$ cat src/rtl/uart_tx.sv
// Serial UART transmitter: start bit, 8 data bits LSB first, optional parity,
// one or two stop bits. tx, busy and done are registered.
module uart_tx #(
   parameter int unsigned CLK_FREQ   = 50_000_000,
   parameter int unsigned BAUD       = 115200,
   parameter int unsigned PARITY_EN  = 1,
   parameter int unsigned PARITY_ODD = 0,
   parameter int unsigned STOP_BITS  = 1
) (
   input  logic       clk,
   input  logic       rst,
   input  logic [7:0] data_in,
   input  logic       start,
   output logic       tx,
   output logic       busy,
   output logic       done
);

   localparam int unsigned CLKS_PER_BIT = CLK_FREQ / BAUD;
   localparam int unsigned CNT_W        = (CLKS_PER_BIT > 1) ? $clog2(CLKS_PER_BIT) : 1;
   localparam logic [CNT_W-1:0] CNT_LAST = CNT_W'(CLKS_PER_BIT - 1);
   // done is registered, so it is raised one count before the last stop cycle
   localparam logic [CNT_W-1:0] CNT_DONE = CNT_W'(CLKS_PER_BIT - 2);
   localparam logic             STOP_LAST = 1'(STOP_BITS - 1);
   localparam logic             PAR_EN    = (PARITY_EN != 0);
   localparam logic             PAR_ODD   = (PARITY_ODD != 0);

   // Elaboration-time parameter sanity checks
   if (CLKS_PER_BIT < 2) begin : g_bad_rate
      $error("uart_tx: CLK_FREQ/BAUD must be at least 2");
   end
   if ((STOP_BITS != 1) && (STOP_BITS != 2)) begin : g_bad_stop
      $error("uart_tx: STOP_BITS must be 1 or 2");
   end

   typedef enum logic [2:0] {
      IDLE   = 3'd0,
      START  = 3'd1,
      DATA   = 3'd2,
      PARITY = 3'd3,
      STOP   = 3'd4
   } state_t;

   state_t           state_q, state_d;
   logic [CNT_W-1:0] baud_q, baud_d;
   logic [2:0]       bit_q, bit_d;
   logic             stop_q, stop_d;
   logic [7:0]       shreg_q, shreg_d;
   logic             par_q, par_d;
   logic             tx_d, busy_d, done_d;
   logic             bit_end_c;

   // Last clock of the current bit period
   assign bit_end_c = (baud_q == CNT_LAST);

   // Next-state, datapath and next-output logic
   always_comb begin
      state_d = state_q;
      baud_d  = baud_q;
      bit_d   = bit_q;
      stop_d  = stop_q;
      shreg_d = shreg_q;
      par_d   = par_q;
      tx_d    = tx;
      busy_d  = busy;
      done_d  = 1'b0;

      if (state_q != IDLE) begin
         baud_d = bit_end_c ? '0 : CNT_W'(baud_q + 1'b1);
      end

      case (state_q)
         IDLE: begin
            baud_d = '0;
            bit_d  = '0;
            stop_d = 1'b0;
            tx_d   = 1'b1;
            busy_d = 1'b0;
            if (start) begin
               shreg_d = data_in;
               par_d   = (^data_in) ^ PAR_ODD;
               state_d = START;
               tx_d    = 1'b0;
               busy_d  = 1'b1;
            end
         end

         START: begin
            if (bit_end_c) begin
               state_d = DATA;
               tx_d    = shreg_q[0];
            end
         end

         DATA: begin
            if (bit_end_c) begin
               shreg_d = {1'b0, shreg_q[7:1]};
               bit_d   = 3'(bit_q + 3'd1);
               if (bit_q == 3'd7) begin
                  if (PAR_EN) begin
                     state_d = PARITY;
                     tx_d    = par_q;
                  end else begin
                     state_d = STOP;
                     tx_d    = 1'b1;
                  end
               end else begin
                  tx_d = shreg_q[1];
               end
            end
         end

         PARITY: begin
            if (bit_end_c) begin
               state_d = STOP;
               tx_d    = 1'b1;
            end
         end

         STOP: begin
            tx_d = 1'b1;
            if ((baud_q == CNT_DONE) && (stop_q == STOP_LAST)) begin
               done_d = 1'b1;
            end
            if (bit_end_c) begin
               if (stop_q == STOP_LAST) begin
                  state_d = IDLE;
                  stop_d  = 1'b0;
                  busy_d  = 1'b0;
               end else begin
                  stop_d = 1'b1;
               end
            end
         end

         default: begin
            state_d = IDLE;
            baud_d  = '0;
            bit_d   = '0;
            stop_d  = 1'b0;
            tx_d    = 1'b1;
            busy_d  = 1'b0;
         end
      endcase
   end

   // State, datapath and output registers; reset abandons any frame in flight
   always_ff @(posedge clk or posedge rst) begin
      if (rst) begin
         state_q <= IDLE;
         baud_q  <= '0;
         bit_q   <= '0;
         stop_q  <= 1'b0;
         shreg_q <= '0;
         par_q   <= 1'b0;
         tx      <= 1'b1;
         busy    <= 1'b0;
         done    <= 1'b0;
      end else begin
         state_q <= state_d;
         baud_q  <= baud_d;
         bit_q   <= bit_d;
         stop_q  <= stop_d;
         shreg_q <= shreg_d;
         par_q   <= par_d;
         tx      <= tx_d;
         busy    <= busy_d;
         done    <= done_d;
      end
   end

endmodule

$ cat config.mk
export PLATFORM = sky130hd
export DESIGN_NAME = uart_tx
export DESIGN_NICKNAME = d
export VERILOG_FILES = /design/src/rtl/uart_tx.sv
export SDC_FILE = /design/constraint.sdc
export NUM_CORES = 1
export LEC_CHECK = 0
export ABC_AREA = 1
export BUFFER_PORTS_ARGS = -buffer_cell sky130_fd_sc_hd__buf_4
export CORE_MARGIN = 2
export CORE_UTILIZATION = 45
export CTS_CLUSTER_DIAMETER = 50
export DETAILED_ROUTE_END_ITERATION = 10
export PLACE_DENSITY = 0.68
export SKIP_LAST_GASP = 1
export SLEW_MARGIN = 20
export SYNTH_ARGS = -nofsm -noshare
export SYNTH_HDL_FRONTEND = slang
export SYNTH_SLANG_ARGS = --single-unit
$ cat constraint.sdc
create_clock -name clk -period 1.4 [get_ports clk]
set_input_delay 0.21 -clock clk [delete_from_list [all_inputs] [get_ports clk]]
set_output_delay 0.21 -clock clk [all_outputs]
set_load 0.01 [all_outputs]
## After elaboration in Yosys (flattened, before gate mapping)

Cells that the tools add are included.

| word-level totals | value |
|---|---|
| register bits | 28 |
| bits of input ports | 11 |

| operators by class | value |
|---|---|
| add/subtract/negate cells | 2 |
| eq/ne operators | 15 |
| multiplexer cells | 31 |
| bitwise logic cells | 3 |
| reduce and logical (&&, ||, !) cells | 15 |

Operator list:

| kind | count |
|---|---|
| 9-bit 2-to-1 mux | 3 |
| 3-bit 2-to-1 mux | 8 |
| 9-bit == test, second input constant | 2 |
| 8-bit 2-to-1 mux | 2 |
| 8-bit case mux with 2 select lines | 1 |
| 3-bit case mux with 5 select lines | 1 |
| 2-bit inequality test, second input constant | 7 |
| 1-bit 2-to-1 mux | 12 |
| 9-bit by 1-bit adder with 9-bit output, second input constant | 1 |
| 3-bit AND reduction | 3 |
| 8-bit parity | 1 |
| 7-bit AND reduction | 1 |
| 3-bit by 2-bit == test with 1-bit output, second input constant | 2 |
| 3-bit == test, second input constant | 2 |
| 3-bit case mux with 2 select lines | 1 |
| 2-bit AND reduction | 3 |
| 3-bit OR reduction | 2 |
| 1-bit case mux with 4 select lines | 1 |
| 4-bit OR reduction | 1 |
| 3-bit by 1-bit adder with 3-bit output, second input constant | 1 |
| 3-bit by 1-bit == test with 1-bit output, second input constant | 1 |
| 3-bit logical NOT | 1 |
| 1-bit NOT | 3 |
| 1-bit case mux with 3 select lines | 1 |
| 5 further kinds | 5 |

## Logic depth before layout (Yosys ltp)

Gate-level depths: netlist (run 1).

| logic depth | value |
|---|---|
| depth after elaboration | 4 |
| mapped depth | 9 |

## Least setup slack after synthesis (run 1)

OpenSTA, ideal clock, no wires.

| timing path | value |
|---|---|
| path type | register -> register |
| start | reg baud_q[1] |
| end | reg bit_q[1] |
| arrival time | 1.207 ns |
| slack | 0.076 ns |
| cell stages (with the launch flop) | 10 |
| path buffers | 0 |
| clock period less this slack | 1.324 ns |
| cell sequence | dfrtp_1 inv_1 ha_1 nand2_1 nor2_4 nand2_4 nand2_4 nand3_4 nand2_1 o21ai_2 |

| between the ends | value |
|---|---|
| word-level cells in the longest chain between the ends | 3 |

Ends and longest elaborated chain:

| what | RTL line | RTL |
|---|---|---|
| start, declared | 45 | `logic [CNT_W-1:0] baud_q, baud_d;` |
| start signal, assigned | 161 | `baud_q <= baud_d;` |
| 9-bit == test | 54 | `assign bit_end_c = (baud_q == CNT_LAST);` |
| 2-bit inequality test (no line) | n/a |  |
| 2-bit AND reduction (no line) | n/a |  |
| end signal, assigned | 162 | `bit_q <= bit_d;` |
| end, declared | 46 | `logic [2:0] bit_q, bit_d;` |

Every way passes these cells.
A chain may end at the register's enable or synchronous reset.

## Final worst setup path (run 1)

| timing path | value |
|---|---|
| start | reg baud_q[1] |
| end | reg state_q[1] |

| between the ends | value |
|---|---|
| word-level cells in the longest chain between the ends | 3 |

Ends and longest elaborated chain:

| what | RTL line | RTL |
|---|---|---|
| 9-bit == test (*) | 54 |  |
| 2-bit inequality test (no line) | n/a |  |
| 7-bit AND reduction (no line) (*) | n/a |  |
| end signal, assigned | 160 | `state_q <= state_d;` |
| end, declared | 44 | `state_t state_q, state_d;` |

Mark *: on every way between the ends. The rest lies on a longest branch, timed or not.

==> out/qor.txt, run 1 <==
Syn Area/Cell: 7.51 um2
1st-iter DRT viols: 68
Leak: 0.00112 uW
top-level I/O count: 14
Worst-Margin Slew: 0.351 ns
clock buffer count from CTS: 3
first-pass GRT wire length: 6.54 mm
Power Dens Cells: 720 nW/um2
Antenna Cells: 0
minimum clock period: 1.45 ns
Root Buffer: clkbuf_8
violated checks: hold timing, setup timing
family with the most delay on the worst path: simple AND/OR/NAND/NOR gates
Synth Area in Adders: 3.61%
GR Overflow Total: 0
worst skew pair latency: 0.27 ns
GP Congestion: 0.829
Post-synth ARST share: 100%
Worst setup SP type: flip-flop
kind of critical path: reg -> reg
Post-Synth Simple-Gate Area: 37.7%
final worst setup slack: -0.0480 ns
Synth Area in XOR/XNOR: 2.53%
max-cap viol count: 0
critical path cell sequence: inv_2 -> ha_4 -> nand2_4 -> nor2_4 -> nand2_4 -> a21oi_4 -> nand2_2 -> nand2_2 -> nand2_2
RSZ-0062 raised after global routing: yes
worst reg2reg startpoint: baud_q[1]$_DFFE_PP0P_
Mapped Nets: 247
post-synthesis sequential area ratio: 40.5%
DP HPWL: 2.65 mm
starting density of the core: 47.0%
nets: 281
Reg-to-Reg End: state_q[1]$_DFFE_PP0P_
Peak Freq: 691 MHz
R2R setup slack: -0.05 ns
Sink Count: 28
Post-CTS Hold Fix Bufs: 0
post-synthesis cell area: 1730 um2
post-synthesis mux area share: 0%
final setup violation count: 3
row count: 22
vias in the first global route: 1,451
Antenna Nets Post-Route: 0
Synth Register Bits: 28
Netlist cell types: 28
Synth Area in Compound Gates: 7.14%
fin area: 2160 um2
Die Height: 66.1 um
Buffers on Ports: 13
VDD IR max: 0.438 mV
highest-count cells in the layout ignoring fill and taps: 72 x nand2_1, 30 x buf_4, 28 x nand3_1, 26 x dfrtp_1, 24 x inv_1
DR pass1 iterations: 4
WP data arrival: 1.62 ns
CP Capture Type: flip-flop
CTS tree: built
fin util: 58.6%
P&R area growth vs syn: 24.6%
yosys warns: 0
Worst path max stage delay: 0.40 ns
Fin. Hold Viols: 22
layout cells sized above 1: 27.7%
commonest non-fill, non-tap cell in the layout: nand2_1
Core Box Area: 3690 um2
Worst Path Required: 1.57 ns
Max Clock Skew: 0.00473 ns
largest net degree at the start of global routing: 29
Clock Tree Buf Depth: 2
CP Buf/Inv Count: 1
wire length after detailed routing: 3.75 mm
Worst Hold Class: in -> async
status: finished with violations
Synth Flop Type: dfrtp_1
CP Depth: 9
DIE WIDTH: 66.1 um
Post-Syn Instances: 231
Worst Reg-to-Reg Cells: 9
vias post-DR: 1,520
Setup TNS: -0.101 ns
CP Max Fanout: 4
largest family of logic cells by synthesized area: simple AND/OR/NAND/NOR gates
max-slew violation count: 0
Post-DP Area: 1960 um2
Max H-tree Level: 1
Max-slew headroom: 76.6%
full die area: 4370 um2
hold_ws: -0.0100 ns
vias per cell: 4.87
Avg WL per Cell: 12.0 um
Final Cycle Share: 103%
Tot GR Track Use: 19.5%
initial antenna violation count: 0
Reg clk slew, reported paths: 0.09 ns
cell mode on critical path: nand2_2
master of the slowest instance on the critical path: dfrtp_1
DRC viols: 0
Post-synth EDFFs: 0
==> final cells by class <==
type | instances | area (um2)
inverters | 32 | 125
clock buffers | 3 | 41.3
repair buffers | 31 | 245
clock inverters | 1 | 30.0
well taps | 48 | 60.1
fillers | 339 | 1530
flip-flops and latches | 28 | 703
multi-input cells | 169 | 956
==> cell usage after synthesis, types with 4 or more instances <==
cell	n	area share, %
o21ai_1	7	2.0
nor2_1	11	2.4
o21ai_0	6	1.7
nand3_1	28	8.1
nand2_1	77	17
inv_1	25	5.4
nand2_2	4	1.4
inv_2	6	1.3
ha_1	5	3.6
nor3_1	6	1.7
dfrtp_1	27	39
==> worst max path at each step <==
stage | startpoint | endpoint | slack (ns)
floorplan | baud_q[1]$_DFFE_PP0P_ | bit_q[1]$_DFFE_PP0P_ | 0.08
global placement | baud_q[1]$_DFFE_PP0P_ | state_q[1]$_DFFE_PP0P_ | 0.01
detailed placement | baud_q[1]$_DFFE_PP0P_ | bit_q[2]$_DFFE_PP0P_ | -0.05
CTS | baud_q[1]$_DFFE_PP0P_ | state_q[1]$_DFFE_PP0P_ | -0.008
global route | baud_q[1]$_DFFE_PP0P_ | state_q[1]$_DFFE_PP0P_ | -0.13
finish | baud_q[1]$_DFFE_PP0P_ | state_q[1]$_DFFE_PP0P_ | -0.05
==> state kept, by name, summed over array words and instances (netlist names) <==
name and cells:
tx 1, baud_q 9, state_q 3, shreg_q 8, stop_q 1, done 1, bit_q 3, par_q 1
busy 1
==> stage by stage <==
| stage | std cells | worst slack (ns) | power (uW) |
|---|---|---|---|
| 4_1_cts | 309 | -0.00753 | 1580 |
| 3_5_place_dp | 301 | -0.0518 | 947 |
| 2_1_floorplan | 231 | 0.0760 | 899 |
| 3_3_place_gp | 301 | 0.0147 | 944 |
| 6_report | 312 | -0.0480 | 1560 |
| 5_1_grt | 312 | -0.131 | 1640 |
==> what timing repair did <==
action | in CTS | in global routing
gates resized for setup | 9 | 10
setup endpoints to repair | 18 | 18
buffers inserted | 4 | 3
pin swaps | 3 | 9
==> layer usage <==
metal / global-route usage, % / part of all wire, %
met1: 24.4 / 45
met5: 0 / 0
met3: 3.75 / 3.0
met2: 34.1 / 49
met4: 5.36 / 2.7
==> cell families (layout without fill, tap and decap cells) <==
kind of cell | Yosys count | after routing
flops | 28 | 28
compound gates | 20 | 20
xor+xnor | 5 | 5
buf+inv | 34 | 67
simple gates | 139 | 139
fa+ha+maj | 5 | 5
==> power by group <==
group          switching [uW]  total [uW]  internal (uW)
clock                     246         629            383
combinational            64.1         112           47.8
sequential               2.76         816            813
==> worst register-to-register path, stage by stage, from the launching register on <==
cell and delay, ns:
dfrtp_1 0.40, inv_2 0.09, ha_4 0.14, nand2_4 0.05, nor2_4 0.16, nand2_4 0.11, a21oi_4 0.21, nand2_2 0.08
nand2_2 0.06, nand2_2 0.05
(Power assumes the default switching activity.)
==> run 2: changes to the inputs <==
==> constraint.sdc (replaced) <==
create_clock -name clk -period 1.7 [get_ports clk]
set_input_delay 0.255 -clock clk [delete_from_list [all_inputs] [get_ports clk]]
set_output_delay 0.255 -clock clk [all_outputs]
set_load 0.01 [all_outputs]
==> out/qor.txt, run 2 (same netlist as run 1, synthesis figures left out) <==
status: finished clean
final setup violation count: 0
top-level I/O count: 14
Worst-Margin Slew: 0.376 ns
multi-input logic area: 890 um2
Seq pwr share: 52.1%
minimum clock period: 1.46 ns
Buffers on Ports: 13
worst skew pair latency: 0.27 ns
wire length after detailed routing: 3.16 mm
storage element area: 702 um2
DRC viols: 0
Comb power frac: 7.2%
P_int: 1020 uW
Root Buffer: clkbuf_8
Non-Filler Instances: 295
highest-count cells in the layout ignoring fill and taps: 77 x nand2_1, 28 x nand3_1, 27 x dfrtp_1, 25 x inv_1, 14 x buf_4
nets: 264
first-pass GRT wire length: 5.82 mm
vias post-DR: 1,442
Worst Path Required: 1.87 ns
hold_ws: 0.0293 ns
Sink Count: 28
GP Congestion: 0.877
Leak: 0.00103 uW
Antenna Nets Post-Route: 0
clock buffer count from CTS: 3
WP data arrival: 1.63 ns
Power Dens Cells: 659 nW/um2
commonest non-fill, non-tap cell in the layout: nand2_1
row count: 22
max-slew violation count: 0
CP Max Fanout: 8
max-cap viol count: 0
Clock Tree Buf Depth: 2
fin area: 1950 um2
DIE WIDTH: 66.1 um
layout cells sized above 1: 18.2%
kind of critical path: reg -> reg
initial antenna violation count: 0
Max Clock Skew: 0.00657 ns
Setup Buffers After CTS: 0
CP Capture Type: flip-flop
clock share of power: 40.7%
starting density of the core: 47.0%
vias in the first global route: 1,329
full die area: 4370 um2
DP HPWL: 2.45 mm
Post-Place Cells: 291
leading registers by flop count: baud_q (9), shreg_q (8)
DR pass1 iterations: 4
switch share: 20.5%
Worst setup SP type: flip-flop
1st-iter DRT viols: 94
GR Overflow Total: 0
max reg flops: 9
Final Cycle Share: 86.0%
Fillers: 385
Peak Freq: 684 MHz
Avg WL per Cell: 10.7 um
Fin. Hold Viols: 0
VDD IR max: 0.351 mV
P&R area growth vs syn: 12.6%
P_sw: 264 uW
Tot GR Track Use: 17.1%
Post-DP Area: 1880 um2
Die Height: 66.1 um
Top reg by flops: baud_q
CTS tree: built
Core Box Area: 3690 um2
vias per cell: 4.89
largest net degree at the start of global routing: 29
Setup TNS: 0 ns
Reg clk slew, reported paths: 0.10 ns
Max H-tree Level: 1
Antenna Cells: 0
Worst Hold Class: in -> async
Max-slew headroom: 74.8%
RSZ-0062 raised after global routing: no
==> run 2: metal layers <==
layer / GRT usage [%] / wire [um] / vias up
li1: - / - / 763
met1: 24.6 / 1640 / 652
met2: 27.1 / 1380 / 23
met3: 1.02 / 90 / 4
met4: 6.12 / 52 / 0
met5: 0 / 0 / -
==> run 2: repair_timing <==
item	in CTS	in global routing
hold buffers	0	0
resized for setup	0	1
setup endpoints to repair	0	1
endpoints found under the hold margin	0	0
==> run 2: critical path, cell delays in order, from the launching register on <==
cell     delay (ns)
dfrtp_1        0.41
inv_1          0.08
ha_1           0.14
nand2_1        0.08
nor2_4         0.17
nand2_4        0.10
nand2_4        0.13
nand3_4        0.11
nand2_1        0.09
o21ai_2        0.05
==> run 2: per-stage QoR <==
stage | setup WS [ns] | utilization, % | total power [uW]
after global routing | 0.0515 | 53.0 | 1340
after global placement | 0.238 | 50.9 | 778
final | 0.238 | 53.0 | 1290
after detailed placement | 0.236 | 50.9 | 780
after floorplan | 0.376 | - | 740
after CTS | 0.210 | 52.8 | 1300
==> run 2: worst paths after layout <==
kind	slack (ns)	cells after the start	end	startpoint
setup reg to reg	0.24	9	bit_q[2]$_DFFE_PP0P_	baud_q[1]$_DFFE_PP0P_
hold / removal	0.03	3	baud_q[4]$_DFFE_PP0P_	rst
min in group clk	0.28	3	shreg_q[7]$_DFFE_PP0P_	data_in[7]
max in group asynchronous	1.36	3	tx$_DFFE_PP1P_	rst
setup / recovery	0.24	9	bit_q[2]$_DFFE_PP0P_	baud_q[1]$_DFFE_PP0P_
hold reg to reg	0.49	1	bit_q[0]$_DFFE_PP0P_	bit_q[0]$_DFFE_PP0P_
==> run 2: power groups by stage <==
stage / registers, uW / logic [uW] / clock network (uW)
CTS: 672 / 95.5 / 533
finish: 672 / 92.6 / 524
global route: 672 / 110 / 562
floorplan: 684 / 55.7 / 0
detailed placement: 685 / 95.3 / 0
global placement: 685 / 93.4 / 0
==> run 2: cell type report <==
cell class,count,area share (%)
Tap cell,48,3.07
Timing Repair Buffer,14,5.38
Clock inverter,1,1.54
Sequential cell,28,35.9
Inverter,32,6.41
Multi-Input combinational cell,169,45.5
Clock buffer,3,2.11
